===== src/rtl/trigger_logic_if.sv =====
// rtl/trigger_logic_if.sv - sample, config and capture-engine handshake bundle for trigger_logic
interface trigger_logic_if #(
    parameter int DW = 8
);
    logic          smpl_vld;
    logic [DW-1:0] ch1_smpl;
    logic [DW-1:0] ch2_smpl;
    logic [1:0]    trig_src;
    logic [1:0]    trig_type;
    logic [DW-1:0] trig_level;
    logic          ext_trig;
    logic          armed;
    logic          capture_done;
    logic          trigger;
    logic [15:0]   trig_cnt;

    modport master (
        output smpl_vld, ch1_smpl, ch2_smpl, trig_src, trig_type, trig_level,
        output ext_trig, armed, capture_done,
        input  trigger, trig_cnt
    );

    modport slave (
        input  smpl_vld, ch1_smpl, ch2_smpl, trig_src, trig_type, trig_level,
        input  ext_trig, armed, capture_done,
        output trigger, trig_cnt
    );
endinterface


===== src/rtl/trigger_logic.sv =====
// rtl/trigger_logic.sv - level/edge trigger with hysteresis for the capture engine; optional re-arm holdoff under TRIG_HOLDOFF_EN
module trigger_logic #(
    parameter int DW      = 8,
    parameter int HYST    = 4,
    parameter int HOLDOFF = 64
) (
    input  logic             clk,
    input  logic             rst_n,
    trigger_logic_if.slave   bus
);

    typedef enum logic [2:0] {
        S_IDLE     = 3'd0,
        S_WAIT_PRE = 3'd1,
        S_WAIT_X   = 3'd2,
        S_FIRE     = 3'd3,
        S_HOLD     = 3'd4,
        S_HOLDOFF  = 3'd5
    } state_t;

    localparam logic [DW:0] HYST_X = (DW+1)'(HYST);
    localparam logic [DW:0] MAX_X  = {1'b0, {DW{1'b1}}};

    state_t      state_q, state_d;
    logic        trigger_q, trigger_d;
    logic [15:0] trig_cnt_q, trig_cnt_d;
    logic        sync1_q, sync2_q, prev_q;

`ifdef TRIG_HOLDOFF_EN
    localparam int HCW = (HOLDOFF > 1) ? $clog2(HOLDOFF) : 1;
    logic [HCW-1:0] hcnt_q, hcnt_d;
`endif

    logic [DW:0] level_x, lo_x, hi_x, smpl_x;
    logic        is_ext, is_rise, is_fall, is_force, is_off;
    logic        ext_rise, ext_fall, pre_ok, cross_ok;

    // Thresholds and crossing qualifiers; one extra bit keeps level+/-HYST from wrapping
    always_comb begin
        level_x  = {1'b0, bus.trig_level};
        lo_x     = (level_x >= HYST_X) ? (level_x - HYST_X) : '0;
        hi_x     = ((level_x + HYST_X) > MAX_X) ? MAX_X : (level_x + HYST_X);
        smpl_x   = (bus.trig_src == 2'b01) ? {1'b0, bus.ch2_smpl} : {1'b0, bus.ch1_smpl};
        is_ext   = (bus.trig_src == 2'b10);
        is_off   = (bus.trig_type == 2'b00);
        is_rise  = (bus.trig_type == 2'b01);
        is_fall  = (bus.trig_type == 2'b10);
        is_force = (bus.trig_type == 2'b11);
        ext_rise = sync2_q & ~prev_q;
        ext_fall = ~sync2_q & prev_q;
        pre_ok   = bus.smpl_vld && ((is_rise && (smpl_x <= lo_x)) ||
                                    (is_fall && (smpl_x >= hi_x)));
        if (is_ext) begin
            cross_ok = (is_rise && ext_rise) || (is_fall && ext_fall);
        end else begin
            cross_ok = bus.smpl_vld && ((is_rise && (smpl_x > level_x)) ||
                                        (is_fall && (smpl_x < level_x)));
        end
    end

    // Trigger FSM next state, held trigger and saturating fire counter
    always_comb begin
        state_d    = state_q;
        trigger_d  = trigger_q;
        trig_cnt_d = trig_cnt_q;
`ifdef TRIG_HOLDOFF_EN
        hcnt_d     = hcnt_q;
`endif
        case (state_q)
            S_IDLE: begin
                trigger_d = 1'b0;
                if (bus.armed && !bus.capture_done && !is_off) begin
                    state_d = is_force ? S_FIRE : S_WAIT_PRE;
                end
            end
            S_WAIT_PRE: begin
                if (is_off || !bus.armed) begin
                    state_d = S_IDLE;
                end else if (is_force) begin
                    state_d = S_FIRE;
                end else if (is_ext || pre_ok) begin
                    state_d = S_WAIT_X;
                end
            end
            S_WAIT_X: begin
                // abort is checked first so an armed drop beats a same-cycle crossing
                if (is_off || !bus.armed) begin
                    state_d = S_IDLE;
                end else if (is_force || cross_ok) begin
                    state_d = S_FIRE;
                end
            end
            S_FIRE: begin
                if (is_off) begin
                    state_d = S_IDLE;
                end else begin
                    trigger_d  = 1'b1;
                    trig_cnt_d = (trig_cnt_q == 16'hFFFF) ? trig_cnt_q : (trig_cnt_q + 16'd1);
                    state_d    = S_HOLD;
                end
            end
            S_HOLD: begin
                if (bus.capture_done) begin
                    trigger_d = 1'b0;
`ifdef TRIG_HOLDOFF_EN
                    hcnt_d  = '0;
                    state_d = S_HOLDOFF;
`else
                    state_d = S_IDLE;
`endif
                end
            end
`ifdef TRIG_HOLDOFF_EN
            S_HOLDOFF: begin
                trigger_d = 1'b0;
                if (hcnt_q == HCW'(HOLDOFF - 1)) begin
                    state_d = S_IDLE;
                end else begin
                    hcnt_d = hcnt_q + 1'b1;
                end
            end
`endif
            default: begin
                trigger_d = 1'b0;
                state_d   = S_IDLE;
            end
        endcase
    end

    // Pin synchronizer, edge history and FSM registers
    always_ff @(posedge clk or negedge rst_n) begin
        if (!rst_n) begin
            sync1_q    <= 1'b0;
            sync2_q    <= 1'b0;
            prev_q     <= 1'b0;
            state_q    <= S_IDLE;
            trigger_q  <= 1'b0;
            trig_cnt_q <= 16'd0;
`ifdef TRIG_HOLDOFF_EN
            hcnt_q     <= '0;
`endif
        end else begin
            sync1_q    <= bus.ext_trig;
            sync2_q    <= sync1_q;
            prev_q     <= sync2_q;
            state_q    <= state_d;
            trigger_q  <= trigger_d;
            trig_cnt_q <= trig_cnt_d;
`ifdef TRIG_HOLDOFF_EN
            hcnt_q     <= hcnt_d;
`endif
        end
    end

    assign bus.trigger  = trigger_q;
    assign bus.trig_cnt = trig_cnt_q;

endmodule


===== src/flat_wrapper.sv =====
// flat-port wrapper written by rule: the top's interface ports become plain ports
module trigger_logic_flat 
#(
    parameter int DW      = 8,
    parameter int HYST    = 4,
    parameter int HOLDOFF = 64
)
  (clk, rst_n, bus_smpl_vld, bus_ch1_smpl, bus_ch2_smpl, bus_trig_src, bus_trig_type, bus_trig_level, bus_ext_trig, bus_armed, bus_capture_done, bus_trigger, bus_trig_cnt);
  trigger_logic_if #(.DW(DW)) bus_i ();
  input  logic clk;
  input  logic rst_n;
  input wire logic [$bits(bus_i.smpl_vld)-1:0] bus_smpl_vld;
  input wire logic [$bits(bus_i.ch1_smpl)-1:0] bus_ch1_smpl;
  input wire logic [$bits(bus_i.ch2_smpl)-1:0] bus_ch2_smpl;
  input wire logic [$bits(bus_i.trig_src)-1:0] bus_trig_src;
  input wire logic [$bits(bus_i.trig_type)-1:0] bus_trig_type;
  input wire logic [$bits(bus_i.trig_level)-1:0] bus_trig_level;
  input wire logic [$bits(bus_i.ext_trig)-1:0] bus_ext_trig;
  input wire logic [$bits(bus_i.armed)-1:0] bus_armed;
  input wire logic [$bits(bus_i.capture_done)-1:0] bus_capture_done;
  output wire logic [$bits(bus_i.trigger)-1:0] bus_trigger;
  output wire logic [$bits(bus_i.trig_cnt)-1:0] bus_trig_cnt;
  assign bus_i.smpl_vld = bus_smpl_vld;
  assign bus_i.ch1_smpl = bus_ch1_smpl;
  assign bus_i.ch2_smpl = bus_ch2_smpl;
  assign bus_i.trig_src = bus_trig_src;
  assign bus_i.trig_type = bus_trig_type;
  assign bus_i.trig_level = bus_trig_level;
  assign bus_i.ext_trig = bus_ext_trig;
  assign bus_i.armed = bus_armed;
  assign bus_i.capture_done = bus_capture_done;
  assign bus_trigger = bus_i.trigger;
  assign bus_trig_cnt = bus_i.trig_cnt;
  trigger_logic #(.DW(DW), .HYST(HYST), .HOLDOFF(HOLDOFF)) u_core (.clk(clk), .rst_n(rst_n), .bus(bus_i));
endmodule

===== config.mk =====
export PLATFORM = sky130hd
export DESIGN_NAME = trigger_logic_flat
export DESIGN_NICKNAME = d
export VERILOG_FILES = /design/src/rtl/trigger_logic_if.sv /design/src/rtl/trigger_logic.sv /design/src/flat_wrapper.sv
export SDC_FILE = /design/constraint.sdc
export NUM_CORES = 1
export LEC_CHECK = 0
export CAP_MARGIN = 0
export CORE_MARGIN = 2
export CORE_UTILIZATION = 30
export DETAILED_ROUTE_END_ITERATION = 12
export HOLD_SLACK_MARGIN = 0.08
export PLACE_DENSITY = 0.52
export SLEW_MARGIN = 25
export SYNTH_ARGS = -nofsm -noshare
export SYNTH_HDL_FRONTEND = slang
export SYNTH_SLANG_ARGS = --single-unit

===== constraint.sdc =====
create_clock -name clk -period 1.7 [get_ports clk]
set_clock_uncertainty 0.2 [all_clocks]
set_input_delay 0.51 -clock clk [delete_from_list [all_inputs] [get_ports clk]]
set_output_delay 0.51 -clock clk [all_outputs]
set_load 0.05 [all_outputs]

==> out/qor.txt, run 1 <==
Slew headroom -> 70.0%
Sw Ratio -> 37.6%
Start point of the critical path -> bus_trig_level[1]
Failing checks -> setup timing
Post-Layout Inst Area -> 4240 um2
Worst hold margin -> 0.171 ns
Outcome -> finished with violations
Post-synthesis sequential area ratio -> 27.3%
Yosys reg bits -> 23
Clk Latency, worst-skew pair -> 0.26 ns
Internal Power -> 1.70 mW
Final net count -> 445
DRT Pass-1 Iters -> 4
Mean routed wirelength per cell -> 14.5 um
Fmax -> 368 MHz
Area grow syn2layout -> 101%
ANT cells -> 0
Grt ovf -> 0
Sequential Power Share -> 26.7%
Row count -> 30
Core region area -> 6790 um2
Post-DRT Antenna Nets -> 0
Fraction of registers with async set/reset -> 100%
LEAKAGE -> 1.87 nW
Max-Cap Viols -> 0
CP Data Required Time -> 1.65 ns
Number of synthesized flops with an enable pin -> 0
Met2 usage -> 33.3%
Largest net degree at the start of global routing -> 24
CP Data Arrival Time -> 2.66 ns
Clock slew at reported path FFs -> 0.08 ns
Post-DP HPWL -> 4.90 mm
CTS H-Tree Depth -> 1
Post-layout min period -> 2.72 ns
GR Util met3 -> 1.13%
RSZ-0062 raised after global routing -> true
Min-delay worst type -> register to register
Iter 0 DRT Violations -> 52
Post-Synthesis Net Count -> 299
Clock power frac -> 12.2%
Most frequent cells after synthesis -> ha_1 (29), nand2_1 (26), dfrtp_1 (23), nand3_1 (17), xnor2_1 (16)
CP Class -> input pin to register
Vias post-DR -> 2,337
Syn Area/Cell -> 8.93 um2
Synth Flop Type -> dfrtp_1
Syn Inst Count -> 236
VDD IR-drop max -> 0.909 mV
Critical Path Max Stage Delay -> 0.34 ns
FF-to-FF End -> u_core.bus.trig_cnt[1]$_DFFE_PN0P_
Initial antenna violation count -> 0
Vias in the first global route -> 2,424
Final period utilization -> 160%
Longest Clk Path Bufs -> 2
R2R cell count -> 6
Final Hold Vio Count -> 0
Combinational Power Share -> 61.1%
Post-synth top area cell -> dfrtp_1
Slew Limit Fails -> 0
Layout cells sized above 1 -> 55.4%
P per Cell Area -> 643 nW/um2
Most used cell, CP -> nor2_1
Gr busiest metal -> met2
Count leader, synth -> ha_1
Area contributors post-synth -> dfrtp_1 (27%), ha_1 (17%), xnor2_1 (6.7%)
Worst path cell trace -> dlygate4sd2_1 > nor4b_4 > nor2_1 > nand2_2 > buf_4 > nand2_1 > ha_4 > nand3_4 > nor2_1 > a31oi_1 > o31ai_2 > a211oi_2 > nor3_2
Setup crit end -> u_core.state_q[1]$_DFFE_PN0P_
Final setup vio count -> 19
DR DRC count -> 0
GR Layer Usage met1 -> 22.1%
# clock sinks -> 23
Share of the synthesized area in the top cell type -> 27.3%
Detailed Route WL -> 6.93 mm
CP startpoint kind -> input pin
Ports -> 51
I/O Buffers -> 50
Total clock buffers created by CTS -> 3
Initial Utilization -> 31.0%
CTS tree -> done
Die Ht -> 87.8 um
Die W -> 87.8 um
First-pass GRT wire length -> 11.1 mm
Maximum fanout along the worst path -> 6
Clk root buf -> clkbuf_8
Setup crit end kind -> register
Final worst slack -> -1.02 ns
Placed Area -> 3550 um2
Worst reg2reg path startpoint -> u_core.bus.trig_cnt[0]$_DFFE_PN0P_
Overall Global Routing Usage -> 18.2%
Vias per Instance -> 4.90
Synth cell types -> 48
Slew @ Worst Pin -> 0.445 ns
Net Sw Power -> 1.02 mW
Reg-to-reg slack, setup -> -0.25 ns
Gp weighted congestion -> 0.855
Slowest CP cell -> nor4b_4
Die area -> 7710 um2
Mapped Area -> 2110 um2
Yosys warning total -> 0
[how the worst min path moves through the flow]
stage                             start                            endpoint  slack [ns]  depth (start not counted)
2_1_floorplan                     rst_n  u_core.bus.trig_cnt[0]$_DFFE_PN0P_        0.01                          0
3_3_place_gp   u_core.sync1_q$_DFF_PN0_            u_core.sync2_q$_DFF_PN0_        0.14                          0
3_5_place_dp   u_core.sync1_q$_DFF_PN0_            u_core.sync2_q$_DFF_PN0_        0.14                          0
4_1_cts        u_core.sync1_q$_DFF_PN0_            u_core.sync2_q$_DFF_PN0_        0.16                          0
5_1_grt        u_core.sync1_q$_DFF_PN0_            u_core.sync2_q$_DFF_PN0_        0.18                          0
6_report       u_core.sync1_q$_DFF_PN0_            u_core.sync2_q$_DFF_PN0_        0.17                          0
[sequential cells by signal (all words and copies together) (netlist names)]
register	count
u_core.state_q	3
u_core.bus.trigger	1
u_core.prev_q	1
u_core.sync1_q	1
u_core.bus.trig_cnt	16
u_core.sync2_q	1
[placed cells by master, fill, tap and decap left out, drive strengths merged, types with 2 or more instances in the layout]
master	n
xor2	5
o21ai	10
clkbuf	4
a31oi	3
mux2	9
nor2	15
buf	118
nor3	7
ha	29
a21oi	7
nand4	12
nand3	17
nor2b	4
a221oi	2
clkdlybuf4s50	21
dfrtp	23
a21o	5
nand2	27
dlygate4sd2	5
clkdlybuf4s15	3
mux2i	2
and3	2
xnor2	16
nand2b	2
nor4	4
inv	11
[timing repair]
item / in CTS / in global routing
hold buffers: 0 / 0
setup endpoints to repair: 25 / 29
pin swaps: 41 / 17
gates resized for setup: 108 / 19
buffers inserted: 11 / 12
[critical path: cells and delay by family]
family | cells | cell delay (ns)
adders and majority gates | 1 | 0.24
and+or+nand+nor | 7 | 0.87
buffers and inverters | 2 | 0.42
AOI/OAI and AO/OA | 3 | 0.62
[power groups by stage]
stage	sequential (mW)	combinational [mW]	clock (mW)
2_1_floorplan	0.871	0.493	0
3_3_place_gp	0.725	1.33	0
3_5_place_dp	0.723	1.35	0
4_1_cts	0.722	1.58	0.346
5_1_grt	0.737	1.80	0.370
6_report	0.727	1.67	0.334
[cell families (layout without fill, tap and decap cells)]
kind of cell | after synthesis | count (layout) | share of synthesized area (%)
AOI/OAI and AO/OA | 35 | 35 | 11.6
xor gates and xnor gates | 21 | 21 | 8.73
adders and majority gates | 29 | 29 | 17.2
buffers and inverters | 18 | 163 | 3.44
DFF | 23 | 23 | 27.3
muxes | 11 | 11 | 5.76
and+or+nand+nor | 99 | 99 | 25.9
[layer usage]
layer	part of all wire, %	wire length, um
met2	52	3630
met5	0	0
met3	2.5	175
met4	2.8	197
met1	42	2930
[through the flow]
step | setup WS, ns | utilization (%) | TNS (ns) | cells | total power [mW]
2_1_floorplan | -1.06 | - | -4.27 | 236 | 1.36
3_3_place_gp | -1.86 | 52.3 | -13.40 | 453 | 2.05
6_report | -1.02 | 62.4 | -4.44 | 477 | 2.73
5_1_grt | -1.11 | 62.4 | -6.16 | 477 | 2.90
3_5_place_dp | -1.92 | 52.3 | -13.56 | 453 | 2.08
4_1_cts | -0.971 | 60.0 | -3.30 | 467 | 2.65
[cell type report]
type                       count  area (um2)
timing repair buffer         147        1490
multi-input combinational    195        1940
inverter                      12        48.8
tap                           96         120
clock buffer                   4        45.0
sequential                    23         594
fill                         535        2560
(Power assumes the default switching activity.)
==> inputs of run 2 (changes only) <==
- CORE_UTILIZATION: 30 -> 45
- PLACE_DENSITY: 0.52 -> 0.74
==> out/qor.txt, run 2 (synthesis gave the netlist of run 1 again) <==
Setup crit end kind -> register
Post-Route Utilization -> 93.9% (+32 points)
Final worst slack -> -1.72 ns (-0.705 ns)
Ports -> 51 (unchanged)
Clock power frac -> 13.0% (+0.8 points)
Initial antenna violation count -> 0 (unchanged)
DR DRC count -> 0 (unchanged)
Initial Utilization -> 47.4% (+16 points)
Final net count -> 448 (+0.67%)
Final period utilization -> 201% (+41 points)
Grt ovf -> 0 (unchanged)
CP Class -> input pin to register
Outcome -> finished with violations
Post-Route Setup TNS -> -6.41 ns (-1.98 ns)
Maximum fanout along the worst path -> 5 (-1)
Min-delay worst type -> register to register
Total chip power -> 2.91 mW (+6.8%)
Vias post-DR -> 2,844 (+22%)
CP startpoint kind -> input pin
Worst path cell trace -> clkdlybuf4s15_2 > buf_4 > nor3_1 > buf_4 > xnor2_1 > nand2_1 > ha_1 > nand3_1 > nor2_1 > a31oi_1 > o31ai_1 > a211oi_2 > a31o_1
Clock slew at reported path FFs -> 0.09 ns (about the same)
CTS H-Tree Depth -> 1 (unchanged)
Die Ht -> 72.4 um (-18%)
Post-layout min period -> 3.42 ns (+0.705 ns)
Slowest CP cell -> nor3_1
DRT Pass-1 Iters -> 5 (+1)
Die area -> 5250 um2 (-32%)
Layout cells sized above 1 -> 54.9% (-0.43 points)
Failing checks -> setup timing
Final Instance Count excl. Fillers -> 436 (-8.6%)
Final Hold Vio Count -> 0 (unchanged)
Die W -> 72.4 um (-18%)
Critical Path Max Stage Delay -> 0.66 ns (+0.32 ns)
Largest net degree at the start of global routing -> 24 (unchanged)
First-pass GRT wire length -> 13.9 mm (+25%)
Combinational Power Share -> 61.8% (+0.7 points)
Post-DRT Antenna Nets -> 0 (unchanged)
ANT cells -> 0 (unchanged)
Slew Limit Fails -> 0 (unchanged)
Slew @ Worst Pin -> 0.785 ns (+0.339 ns)
Final setup vio count -> 29 (+10)
Slew headroom -> 47.3% (-23 points)
Core region area -> 4440 um2 (-35%)
Dpl cells -> 403 (-11%)
Sequential Power Share -> 25.2% (-1.5 points)
Clk root buf -> clkbuf_8
Net Sw Power -> 1.21 mW (+18%)
Post-place setup slack -> -1.79 ns (+0.130 ns)
Vias in the first global route -> 2,777 (+15%)
Max-Cap Viols -> 0 (unchanged)
I/O Buffers -> 50 (unchanged)
# clock sinks -> 23 (unchanged)
Post-DP HPWL -> 4.95 mm (+1.1%)
Row count -> 24 (-20%)
LEAKAGE -> 1.90 nW (+1.4%)
Iter 0 DRT Violations -> 209 (+300%)
Overall Global Routing Usage -> 35.1% (+17 points)
Clk Latency, worst-skew pair -> 0.28 ns (+0.02 ns)
Total clock buffers created by CTS -> 3 (unchanged)
Fmax -> 292 MHz (-21%)
CTS tree -> done
Sw Ratio -> 41.6% (+4.0 points)
Longest Clk Path Bufs -> 2 (unchanged)
CP Data Required Time -> 1.73 ns (+0.08 ns)
Area grow syn2layout -> 98.2%
Delay-heaviest family, CP -> simple AND/OR/NAND/NOR gates
CP Data Arrival Time -> 3.45 ns (+0.79 ns)
Buffers & Inverters on Critical Path -> 3 (+1)
Max reg flops -> 16 (unchanged)
VDD IR-drop max -> 1.12 mV (+23%)
Internal Power -> 1.70 mW (about the same)
P per Cell Area -> 697 nW/um2 (+8.4%)
Detailed Route WL -> 11.1 mm (+61%)
Most used cell, CP -> buf_4
Vias per Instance -> 6.52 (+33%)
Gp weighted congestion -> 0.925 (+8.2%)
RSZ-0062 raised after global routing -> true
Layout fillers -> 124 (-77%)
Commonest non-fill, non-tap cell in the layout -> buf_4
Mean routed wirelength per cell -> 25.6 um (+76%)
Commonest cells after routing, fill and taps aside -> buf_4 (68), buf_6 (32), clkdlybuf4s50_1 (22), nand2_1 (20), buf_12 (18)
## run 2: worst paths after layout
path / startpoint / endpoint / slack [ns] / cells after the start
worst max-delay path: bus_trig_level[4] / u_core.state_q[0]$_DFFE_PN0P_ / -1.72 / 13
worst min register to register: u_core.sync1_q$_DFF_PN0_ / u_core.sync2_q$_DFF_PN0_ / 0.16 / 0
max in group asynchronous: rst_n / u_core.bus.trig_cnt[0]$_DFFE_PN0P_ / 0.74 / 2
min in group asynchronous: rst_n / u_core.bus.trig_cnt[9]$_DFFE_PN0P_ / 0.39 / 2
worst max register to register: u_core.bus.trig_cnt[0]$_DFFE_PN0P_ / u_core.bus.trig_cnt[15]$_DFFE_PN0P_ / -0.24 / 7
worst min-delay path: u_core.sync1_q$_DFF_PN0_ / u_core.sync2_q$_DFF_PN0_ / 0.16 / 0
## run 2: final cells by class
| cell class | count | area, um2 | share of cell area, % |
|---|---|---|---|
| multi-input cells | 195 | 1880 | 45.0 |
| repair buffers | 150 | 1540 | 36.9 |
| flip-flops and latches | 23 | 594 | 14.2 |
| well taps | 52 | 65.1 | 1.56 |
| inverters | 12 | 48.8 | 1.17 |
| clock buffers | 3 | 41.3 | 0.989 |
| clock inverters | 1 | 5.00 | 0.120 |
## run 2: timing repair
item | in CTS | in global routing
buffers inserted | 17 | 18
pin swaps | 40 | 32
setup endpoints to repair | 26 | 34
resized for setup | 82 | 39
hold buffers | 0 | 0
## run 2: metrics by stage
step | hold slack [ns] | cell area, um2
after detailed placement | 0.136 | 3450
after CTS | 0.157 | 3920
after global placement | 0.133 | 3450
after floorplan | 0.0144 | 2220
final | 0.156 | 4180
after global routing | 0.165 | 4180
## run 2: per-layer routing
layer  track usage (%)  share of wire [%]  vias up
met2              65.5                 50      230
met5                 0                  0        -
met1              39.0                 33     1352
met3              6.11                8.3      107
met4              14.8                9.2        0
li1                  -                  -     1155
## run 2: worst reg2reg max path: cells and delay by family, from the launching register on
kind                     cells  cell delay (ns)
flip-flops                   1             0.45
AND/OR/NAND/NOR              5             0.84
adder cells (fa/ha/maj)      1             0.18
XOR/XNOR                     1             0.15
## run 2: power by group through the flow
stage,clock network [mW],registers (mW),logic (mW)
after floorplan,0,0.871,0.493
after global placement,0,0.712,1.31
after detailed placement,0,0.713,1.35
after CTS,0.351,0.716,1.53
after global routing,0.392,0.740,1.86
final,0.378,0.735,1.80
==> inputs of run 3 (changes only) <==
- CORE_MARGIN: 2 -> 3
==> out/qor.txt, run 3 (synthesis gave the netlist of run 1 again) <==
DRT Pass-1 Iters -> 5 (unchanged)
Overall Global Routing Usage -> 29.4% (-5.8 points)
Dpl cells -> 401 (-0.50%)
CP Data Required Time -> 1.67 ns (-0.06 ns)
Clock slew at reported path FFs -> 0.09 ns (about the same)
# hold bufs at CTS -> 0 (unchanged)
Initial antenna violation count -> 0 (unchanged)
LEAKAGE -> 1.84 nW (-3.1%)
Final period utilization -> 172% (-29 points)
CTS tree -> done
Detailed Route WL -> 9.04 mm (-19%)
Slew @ Worst Pin -> 0.421 ns (-0.364 ns)
Min-delay worst type -> register to register
Slowest CP cell -> o31ai_1
Worst path cell trace -> clkdlybuf4s15_1 > inv_1 > nand3_1 > nor3_4 > nand2_2 > nand2_2 > ha_4 > nor2b_4 > o21bai_1 > a31oi_1 > o31ai_1 > a211oi_2 > a31o_1
First-pass GRT wire length -> 12.4 mm (-11%)
Failing checks -> setup timing
Outcome -> finished with violations
Die Ht -> 74.4 um (+2.8%)
P per Cell Area -> 680 nW/um2 (-2.5%)
Total clock buffers created by CTS -> 3 (unchanged)
CTS H-Tree Depth -> 1 (unchanged)
Layout fillers -> 161 (+30%)
Vias in the first global route -> 2,641 (-4.9%)
# clock sinks -> 23 (unchanged)
Ports -> 51 (unchanged)
Max-Cap Viols -> 0 (unchanged)
Post-layout min period -> 2.92 ns (-0.500 ns)
Placed Area -> 3440 um2 (-0.43%)
RSZ-0062 raised after global routing -> true
Post-DRT Antenna Nets -> 0 (unchanged)
CP Data Arrival Time -> 2.89 ns (-0.56 ns)
Most used cell, CP -> nand2_2
Area grow syn2layout -> 92.7%
Critical Path Max Stage Delay -> 0.30 ns (-0.36 ns)
I/O Buffers -> 50 (unchanged)
Reg area -> 594 um2 (unchanged)
VDD IR-drop max -> 0.949 mV (-15%)
Core region area -> 4440 um2 (unchanged)
Clk Latency, worst-skew pair -> 0.28 ns (about the same)
Row count -> 24 (unchanged)
Slew Limit Fails -> 0 (unchanged)
Final worst slack -> -1.22 ns (+0.500 ns)
Post-DP HPWL -> 5.18 mm (+4.6%)
Area of the multi-input gates -> 1860 um2 (-1.0%)
Setup crit end kind -> register
Final net count -> 438 (-2.2%)
Final Hold Vio Count -> 0 (unchanged)
Fmax -> 342 MHz (+17%)
ANT cells -> 0 (unchanged)
Mean routed wirelength per cell -> 21.2 um (-17%)
Largest net degree at the start of global routing -> 24 (unchanged)
Initial Utilization -> 47.4% (unchanged)
DR DRC count -> 0 (unchanged)
CP startpoint kind -> input pin
Longest Clk Path Bufs -> 2 (unchanged)
Final Instance Count excl. Fillers -> 426 (-2.3%)
Vias per Instance -> 6.04 (-7.4%)
Max reg flops -> 16 (unchanged)
Commonest cells after routing, fill and taps aside -> buf_4 (63), buf_6 (26), nand2_1 (21), clkdlybuf4s50_1 (21), buf_12 (18)
Layout cells sized above 1 -> 54.0% (-0.94 points)
CP Class -> input pin to register
Die W -> 74.4 um (+2.8%)
Clk root buf -> clkbuf_8
Grt ovf -> 0 (unchanged)
Total chip power -> 2.76 mW (-5.2%)
Maximum fanout along the worst path -> 6 (+1)
Final setup vio count -> 23 (-21%)
Commonest non-fill, non-tap cell in the layout -> buf_4
Post-Layout Inst Area -> 4060 um2 (-2.8%)
Reg-to-reg slack, setup -> -0.22 ns (+0.02 ns)
Gp weighted congestion -> 0.898 (-2.8%)
Vias post-DR -> 2,572 (-9.6%)
Slew headroom -> 71.6% (+24 points)
Iter 0 DRT Violations -> 167 (-20%)
Die area -> 5540 um2 (+5.6%)
## run 3: cell count changes in the layout (fill, tap and decap cells not counted), sizes merged
| cell | change |
|---|---|
| clkdlybuf4s50 | -1 |
| dlygate4sd2 | -2 |
| buf | -8 |
| clkbuf | -2 |
| clkdlybuf4s15 | +3 |
## run 3: final cells by class
| type | instances | share of cell area, % |
|---|---|---|
| sequential | 23 | 14.6 |
| inverter | 12 | 1.20 |
| multi-input combinational | 195 | 45.8 |
| clock inverter | 1 | 0.123 |
| timing repair buffer | 140 | 35.6 |
| tap | 52 | 1.60 |
| clock buffer | 3 | 1.02 |
## run 3: per-layer routing
layer	GRT usage, %	vias up	share of wire (%)	routed length, um
met5	0	-	0	0
met2	54.0	141	52	4740
met3	5.00	57	5.4	484
li1	-	1135	-	-
met4	14.2	0	5.9	534
met1	32.4	1239	36	3280
## run 3: final timing paths
check	start	endpoint	cells past startpoint
setup / recovery	bus_trig_level[5]	u_core.state_q[0]$_DFFE_PN0P_	13
hold / removal	u_core.sync1_q$_DFF_PN0_	u_core.sync2_q$_DFF_PN0_	0
setup reg to reg	u_core.state_q[2]$_DFFE_PN0P_	u_core.state_q[0]$_DFFE_PN0P_	6
hold reg to reg	u_core.sync1_q$_DFF_PN0_	u_core.sync2_q$_DFF_PN0_	0
max in group asynchronous	rst_n	u_core.bus.trig_cnt[0]$_DFFE_PN0P_	2
min in group asynchronous	rst_n	u_core.bus.trig_cnt[9]$_DFFE_PN0P_	2
## run 3: power breakdown
group / internal [mW] / total, mW / switching (mW)
clock: 0.164 / 0.362 / 0.197
combinational: 0.868 / 1.67 / 0.801
sequential: 0.629 / 0.728 / 0.0993
total: 1.66 / 2.76 / 1.10
## run 3: stage by stage
stage               utilization, %  setup TNS [ns]  setup WS (ns)  hold slack, ns
floorplan                        -           -4.27          -1.06          0.0144
global placement              77.4          -13.42          -1.86           0.131
detailed placement            77.4          -14.01          -1.89           0.141
CTS                           87.7           -2.99         -0.979           0.161
global route                  91.4           -5.87          -1.32           0.167
finish                        91.4           -4.46          -1.22           0.161
## run 3: worst max-delay path: cells and delay by family
family,cells,cell delay [ns]
simple gates,5,0.86
fa+ha+maj,1,0.21
compound gates,5,0.91
buf+inv,2,0.41
## run 3: what timing repair did
action                                  4_1_cts  5_1_grt
pin swaps                                    39       13
setup buffers                                14        9
endpoints found under the setup margin       27       31
gates resized for setup                      99       22
cloned                                        0        0
